[src/rtl/unidade_controle_multiciclo_pkg.sv]
// Shared definitions for the multicycle MIPS control unit: opcodes, state
// codes, datapath select codes and the control-word layout.
package pkg_controle_mips;

    // Instruction opcodes (IR[31:26])
    localparam logic [5:0] OP_R    = 6'b000000;
    localparam logic [5:0] OP_LW   = 6'b100011;
    localparam logic [5:0] OP_SW   = 6'b101011;
    localparam logic [5:0] OP_BEQ  = 6'b000100;
    localparam logic [5:0] OP_J    = 6'b000010;
    localparam logic [5:0] OP_ADDI = 6'b001000;

    // FSM state codes; 13..15 are unused and recover to FETCH
    typedef enum logic [3:0] {
        FETCH     = 4'd0,
        DECODE    = 4'd1,
        MEM_ADDR  = 4'd2,
        MEM_READ  = 4'd3,
        MEM_WB    = 4'd4,
        MEM_WRITE = 4'd5,
        EXECUTE   = 4'd6,
        R_WB      = 4'd7,
        BRANCH    = 4'd8,
        JUMP      = 4'd9,
        ADDI_EXEC = 4'd10,
        ADDI_WB   = 4'd11,
        ILLEGAL   = 4'd12
    } estado_t;

    // ALU operation codes
    localparam logic [1:0] ALUOP_ADD   = 2'b00;
    localparam logic [1:0] ALUOP_SUB   = 2'b01;
    localparam logic [1:0] ALUOP_FUNCT = 2'b10;

    // ALU operand B selects
    localparam logic [1:0] SRCB_REGB   = 2'b00;
    localparam logic [1:0] SRCB_QUATRO = 2'b01;
    localparam logic [1:0] SRCB_IMED   = 2'b10;
    localparam logic [1:0] SRCB_DESLOC = 2'b11;

    // PC source selects
    localparam logic [1:0] PCSRC_ALU    = 2'b00;
    localparam logic [1:0] PCSRC_ALUOUT = 2'b01;
    localparam logic [1:0] PCSRC_JUMP   = 2'b10;

    // Full set of datapath controls produced in one cycle
    typedef struct packed {
        logic       pcWrite;
        logic       pcWriteCond;
        logic       iorD;
        logic       memRead;
        logic       memWrite;
        logic       irWrite;
        logic       memtoReg;
        logic       regDst;
        logic       escReg;
        logic       aluSrcA;
        logic [1:0] aluSrcB;
        logic [1:0] aluOp;
        logic [1:0] pcSource;
        logic       excecao;
    } controle_t;

    // Final states that always retire their instruction on the way back to
    // FETCH. MEM_WRITE also retires, but only once memory acknowledges.
    function automatic logic estadoRetira(input estado_t e);
        return (e == MEM_WB) || (e == R_WB) || (e == BRANCH) ||
               (e == JUMP)   || (e == ADDI_WB);
    endfunction

endpackage

[src/rtl/unidade_controle_multiciclo_contador.sv]
// Retired-instruction counter: width-parameterised, synchronous clear,
// increment enable, wraps naturally from all-ones to zero.
module contador_instrucoes
#(
    parameter int LARGURA = 32
)
(
    input  logic               clk,
    input  logic               srst,
    input  logic               clear,
    input  logic               enable,
    output logic [LARGURA-1:0] contagem
);

    logic [LARGURA-1:0] contagemReg;

    // Count register: clear has priority over increment
    always_ff @(posedge clk) begin
        if (srst || clear) begin
            contagemReg <= '0;
        end else if (enable) begin
            contagemReg <= contagemReg + 1'b1;
        end
    end

    assign contagem = contagemReg;

endmodule

[src/rtl/unidade_controle_multiciclo.sv]
// Multicycle MIPS control unit: sequences fetch/decode/execute/memory/
// write-back, drives every datapath control and counts retired instructions.
module unidade_controle_multiciclo
    import pkg_controle_mips::*;
#(
    parameter int LARGURA_CONT = 32
)
(
    input  logic                    clock,
    input  logic                    reset,
    input  logic [5:0]              Opcode,
    input  logic                    MemPronto,
    output logic                    PCWrite,
    output logic                    PCWriteCond,
    output logic                    IorD,
    output logic                    MemRead,
    output logic                    MemWrite,
    output logic                    IRWrite,
    output logic                    MemtoReg,
    output logic                    RegDst,
    output logic                    EscReg,
    output logic                    ALUSrcA,
    output logic [1:0]              ALUSrcB,
    output logic [1:0]              ALUOp,
    output logic [1:0]              PCSource,
    output logic                    Excecao,
    output logic [3:0]              Estado,
    output logic [LARGURA_CONT-1:0] InstrConcluidas
);

    estado_t                 estadoReg;
    controle_t               controle;
    logic                    incrementa;
    logic [LARGURA_CONT-1:0] contagem;

    // State register with next-state selection; Opcode is only looked at in
    // DECODE and MEM_ADDR, MemPronto only in the three memory states
    always_ff @(posedge clock) begin
        if (reset) begin
            estadoReg <= FETCH;
        end else begin
            case (estadoReg)
                FETCH: begin
                    if (MemPronto) estadoReg <= DECODE;
                end
                DECODE: begin
                    case (Opcode)
                        OP_LW, OP_SW: estadoReg <= MEM_ADDR;
                        OP_R:         estadoReg <= EXECUTE;
                        OP_BEQ:       estadoReg <= BRANCH;
                        OP_J:         estadoReg <= JUMP;
                        OP_ADDI:      estadoReg <= ADDI_EXEC;
                        default:      estadoReg <= ILLEGAL;
                    endcase
                end
                MEM_ADDR: begin
                    // Only lw and sw can reach here, so anything not lw is sw
                    if (Opcode == OP_LW) estadoReg <= MEM_READ;
                    else                 estadoReg <= MEM_WRITE;
                end
                MEM_READ: begin
                    if (MemPronto) estadoReg <= MEM_WB;
                end
                MEM_WRITE: begin
                    if (MemPronto) estadoReg <= FETCH;
                end
                EXECUTE:   estadoReg <= R_WB;
                ADDI_EXEC: estadoReg <= ADDI_WB;
                MEM_WB, R_WB, BRANCH, JUMP, ADDI_WB, ILLEGAL: estadoReg <= FETCH;
                default:   estadoReg <= FETCH;
            endcase
        end
    end

    // Output decode from the state register; only FETCH looks at MemPronto,
    // so EscReg and the other write-back controls stay glitch-free. Reset
    // masks everything so an aborted instruction cannot write anything.
    always_comb begin
        controle = '0;
        case (estadoReg)
            FETCH: begin
                controle.memRead = 1'b1;
                controle.aluSrcB = SRCB_QUATRO;
                controle.irWrite = MemPronto;
                controle.pcWrite = MemPronto;
            end
            DECODE: begin
                controle.aluSrcB = SRCB_DESLOC;
            end
            MEM_ADDR: begin
                controle.aluSrcA = 1'b1;
                controle.aluSrcB = SRCB_IMED;
            end
            MEM_READ: begin
                controle.memRead = 1'b1;
                controle.iorD    = 1'b1;
            end
            MEM_WB: begin
                controle.escReg   = 1'b1;
                controle.memtoReg = 1'b1;
            end
            MEM_WRITE: begin
                controle.memWrite = 1'b1;
                controle.iorD     = 1'b1;
            end
            EXECUTE: begin
                controle.aluSrcA = 1'b1;
                controle.aluOp   = ALUOP_FUNCT;
            end
            R_WB: begin
                controle.escReg = 1'b1;
                controle.regDst = 1'b1;
            end
            BRANCH: begin
                controle.aluSrcA     = 1'b1;
                controle.aluOp       = ALUOP_SUB;
                controle.pcWriteCond = 1'b1;
                controle.pcSource    = PCSRC_ALUOUT;
            end
            JUMP: begin
                controle.pcWrite  = 1'b1;
                controle.pcSource = PCSRC_JUMP;
            end
            ADDI_EXEC: begin
                controle.aluSrcA = 1'b1;
                controle.aluSrcB = SRCB_IMED;
            end
            ADDI_WB: begin
                controle.escReg = 1'b1;
            end
            ILLEGAL: begin
                // PC already holds PC+4 from FETCH; just flag the fault
                controle.excecao = 1'b1;
            end
            default: begin
                controle = '0;
            end
        endcase
        if (reset) begin
            controle = '0;
        end
    end

    // Retirement happens on the edge that returns a completed instruction
    // to FETCH; ILLEGAL and the unused codes never count
    always_comb begin
        incrementa = 1'b0;
        if (!reset) begin
            incrementa = estadoRetira(estadoReg) ||
                         ((estadoReg == MEM_WRITE) && MemPronto);
        end
    end

    contador_instrucoes #(
        .LARGURA (LARGURA_CONT)
    ) u_contador (
        .clk      (clock),
        .srst     (reset),
        .clear    (1'b0),
        .enable   (incrementa),
        .contagem (contagem)
    );

    assign PCWrite         = controle.pcWrite;
    assign PCWriteCond     = controle.pcWriteCond;
    assign IorD            = controle.iorD;
    assign MemRead         = controle.memRead;
    assign MemWrite        = controle.memWrite;
    assign IRWrite         = controle.irWrite;
    assign MemtoReg        = controle.memtoReg;
    assign RegDst          = controle.regDst;
    assign EscReg          = controle.escReg;
    assign ALUSrcA         = controle.aluSrcA;
    assign ALUSrcB         = controle.aluSrcB;
    assign ALUOp           = controle.aluOp;
    assign PCSource        = controle.pcSource;
    assign Excecao         = controle.excecao;
    assign Estado          = reset ? 4'd0 : estadoReg;
    assign InstrConcluidas = reset ? '0 : contagem;

endmodule

[config.mk]
export PLATFORM = sky130hd
export DESIGN_NAME = unidade_controle_multiciclo
export DESIGN_NICKNAME = d
export VERILOG_FILES = /design/src/rtl/unidade_controle_multiciclo_pkg.sv /design/src/rtl/unidade_controle_multiciclo_contador.sv /design/src/rtl/unidade_controle_multiciclo.sv
export SDC_FILE = /design/constraint.sdc
export NUM_CORES = 1
export LEC_CHECK = 0
export CAP_MARGIN = 20
export CELL_PAD_IN_SITES_DETAIL_PLACEMENT = 0
export CELL_PAD_IN_SITES_GLOBAL_PLACEMENT = 1
export CORE_AREA = 2 2 98 100
export CTS_BUF_LIST = sky130_fd_sc_hd__clkbuf_8 sky130_fd_sc_hd__clkbuf_16
export CTS_CLUSTER_SIZE = 24
export DETAILED_ROUTE_END_ITERATION = 8
export DIE_AREA = 0 0 100 102
export PLACE_DENSITY_LB_ADDON = 0.15
export SLEW_MARGIN = 20
export SYNTH_ARGS = -nofsm -noshare
export SYNTH_HDL_FRONTEND = slang
export SYNTH_SLANG_ARGS = --single-unit
[constraint.sdc]
create_clock -name clock -period 2.04 [get_ports clock]
set_input_delay 0.408 -clock clock [delete_from_list [all_inputs] [get_ports clock]]
set_output_delay 0.408 -clock clock [all_outputs]
set_load 0.02 [all_outputs]
==> impl_metrics.env <==
export IMPL_grt_pass1_wl_um=11000
export IMPL_rr_worst_depth=8
export IMPL_diodes=0
export IMPL_drt_total_wl_um=6620
export IMPL_rr_endpoint="u_contador.contagem[15]"
export IMPL_drtIter0Drc=73
export IMPL_multi_input_area_um2=1470
export IMPL_insertion_delay_ns=0.30
export IMPL_start_util_pct=24.6
export IMPL_setup_viol=0
export IMPL_drc=0
export IMPL_ys_seq_area_share_pct=32.1
export IMPL_grt_pass1_vias=2264
export IMPL_max_freq_mhz=508
export IMPL_grt_ovfl_total=0
export IMPL_ys_seq_elements=36
export IMPL_synth_nets=302
export IMPL_path_max_fanout=8
export IMPL_synth_edf_count=0
export IMPL_syn_avg_cell_area_um2=7.69
export IMPL_crit_path_start_kind="flip-flop"
export IMPL_clk_pin_slew_ns=0.08
export IMPL_grt_max_degree=26
export IMPL_met3_length_um=278
export IMPL_crit_start="estadoReg[2]"
export IMPL_syn_area_um2=2240
export IMPL_finalMaxSlewViolations=0
export IMPL_layout_min_cycle_time_ns=1.97
export IMPL_holdCritPathClass="reg -> reg"
export IMPL_die_w_um=100
export IMPL_skew_ns=0.0135
export IMPL_power_density_nw_per_um2=632
export IMPL_syn_to_final_growth_pct=54.0
export IMPL_outcome="finished, final reports clean"
export IMPL_async_flop_share_pct=0
export IMPL_reg2reg_slack_ns=0.09
export IMPL_maxSlewHeadroom_pct=69.1
export IMPL_cts_buffers=5
export IMPL_firstDrtPassIters=4
export IMPL_endpoint_kind="output pin"
export IMPL_cts_tree="yes"
export IMPL_final_nets=405
export IMPL_htree_levels=2
export IMPL_num_vias=2366
export IMPL_routabilityCongestion=0.785
export IMPL_clockBufferDepth=2
export IMPL_netlist_instances=292
export IMPL_critPathKind="reg -> out"
export IMPL_fp_coreArea_um2=9110
export IMPL_port_buffers=61
export IMPL_wl_per_cell_um=13.0
export IMPL_timing_max_cap_violations=0
export IMPL_ys_flop_type="dfxtp_1"
export IMPL_place_hpwl_um=4900
export IMPL_period_share_pct=96.5
export IMPL_cts_sinks=36
export IMPL_vdd_ir_drop_worst_mv=0.245
export IMPL_nFillCells=988
export IMPL_p_leak_uw=0.00154
export IMPL_vias_per_cell=4.67
export IMPL_rr_startpoint="estadoReg[1]"
export IMPL_postRouteAntennaNets=0
export IMPL_clock_root_buffer="clkbuf_8"
export IMPL_highest_layer="met4"
export IMPL_track_usage_pct=13.3
export IMPL_layout_drive_gt1_share_pct=22.5
export IMPL_io_pins=62
export IMPL_die_h_um=102
export IMPL_wl_met2_um=2950
export IMPL_grt_antenna_before_repair=0
export IMPL_final_hold_violation_count=0
export IMPL_ys_warn_count=0
export IMPL_rows=35
export IMPL_rsz0062_at_grt="false"
export IMPL_synth_cell_types=46
export IMPL_p_total_uw=2190
export IMPL_postLayoutCellArea_um2=3460
export IMPL_critPathArrivalTime_ns=1.56
export IMPL_design_die_area_um2=10200
export IMPL_place_area_um2=3280
export IMPL_regArea_um2=722
export IMPL_cp_required_ns=1.63
export IMPL_worst_slew_pin_slew_ns=0.461
export IMPL_met1_length_um=3320
export IMPL_endpoint="ALUSrcB[0]"
[metal layers]
layer  global-route usage (%)  up-vias
met2                     22.1       66
met5                        0        -
met4                     4.00        0
li1                         -     1221
met3                     2.12        7
met1                     17.8     1072
[cell usage in the layout, fill, tap and decap left out, types with 6 or more instances in the layout]
master	instances
buf_4	50
nor2_1	42
nor2b_1	35
dfxtp_1	35
dlygate4sd2_1	33
xor2_1	19
nand4_1	18
clkdlybuf4s50_1	17
nand2_1	15
o21ai_0	10
nand3_1	10
nor3_1	9
a21oi_1	8
and3_1	7
clkbuf_8	7
nor4_1	6
[cell usage after synthesis, types with 2 or more instances]
cell type  count  area (um2)
buf_2          4        20.0
xnor2_1        5        43.8
a21oi_1        8        40.0
inv_1          5        18.8
o22ai_1        2        12.5
or3_1          6        37.5
nand4_2        2        25.0
and3_1         7        43.8
clkbuf_1      10        37.5
nor4_1         6        37.5
dfxtp_1       36         721
nor2b_1       36         225
nor2_1        42         158
a22o_1         2        17.5
o21ai_0       10        50.1
nor3b_1        2        15.0
nand3_1       10        50.1
xor2_1        19         166
nor4b_1        2        17.5
nand4_1       18         113
nand2_1       17        63.8
buf_1          4        15.0
nor3_1        12        60.1
nand2b_1       5        31.3
[registers in the layout, indices dropped and copies added (netlist names)]
signal / count
u_contador.contagem: 32
estadoReg: 4
[worst min path at each step]
stage | from | endpoint | slack, ns | cells past startpoint
2_1_floorplan | u_contador.contagem[24] | u_contador.contagem[24] | 0.46 | 2
3_3_place_gp | u_contador.contagem[24] | u_contador.contagem[24] | 0.46 | 2
3_5_place_dp | u_contador.contagem[24] | u_contador.contagem[24] | 0.47 | 2
4_1_cts | u_contador.contagem[24] | u_contador.contagem[24] | 0.49 | 2
5_1_grt | u_contador.contagem[24] | u_contador.contagem[24] | 0.53 | 2
6_report | u_contador.contagem[24] | u_contador.contagem[24] | 0.49 | 2
[critical path, cell delays in order, from the launching register on]
cell           delay, ns
dfxtp_1             0.31
buf_4               0.16
buf_4               0.16
nor4_1              0.27
dlygate4sd2_1       0.37
[kinds of logic (layout without fill, tap and decap cells)]
group / count (synthesis) / count (layout) / share of synthesized area [%]
flops: 36 / 36 / 32.1
mux: 2 / 2 / 0.948
compound gates: 30 / 30 / 8.36
buf+inv: 24 / 128 / 4.40
xor+xnor: 24 / 24 / 9.36
simple gates: 174 / 174 / 43.8
fa+ha+maj: 2 / 2 / 1.00
[cell type report]
class                      count  share of cell area (%)
sequential                    36                    20.9
timing repair buffer         115                    28.3
multi-input combinational    232                    42.6
tap                          111                    4.02
clock inverter                 1                   0.869
clock buffer                   7                    2.79
inverter                       5                   0.543
[power by group]
part	switching (uW)	leakage, uW	total, uW	internal, uW
sequential	25.1	0.000291	752	726
clock	271	0.0000645	702	432
combinational	361	0.00118	732	372
total	656	0.00154	2190	1530
[per-stage QoR]
step	hold slack, ns	instances	util (%)	TNS [ns]	setup WS (ns)
finish	0.491	507	38.0	0	0.0711
global placement	0.465	493	36.0	-2.75	-0.258
floorplan	0.458	292	-	0	0.0474
global route	0.527	507	38.0	0	0.000393
detailed placement	0.474	493	36.0	-2.86	-0.243
CTS	0.488	501	37.1	-0.00206	-0.00206
[what timing repair did]
action                     in CTS  in global routing
hold buffers                    0                  0
gates resized for setup        53                 25
buffers inserted                0                  5
pin swaps                       0                  2
setup endpoints to repair      41                 18
cloned                          0                  1
Note: power is estimated with default switching activity, not from simulation.
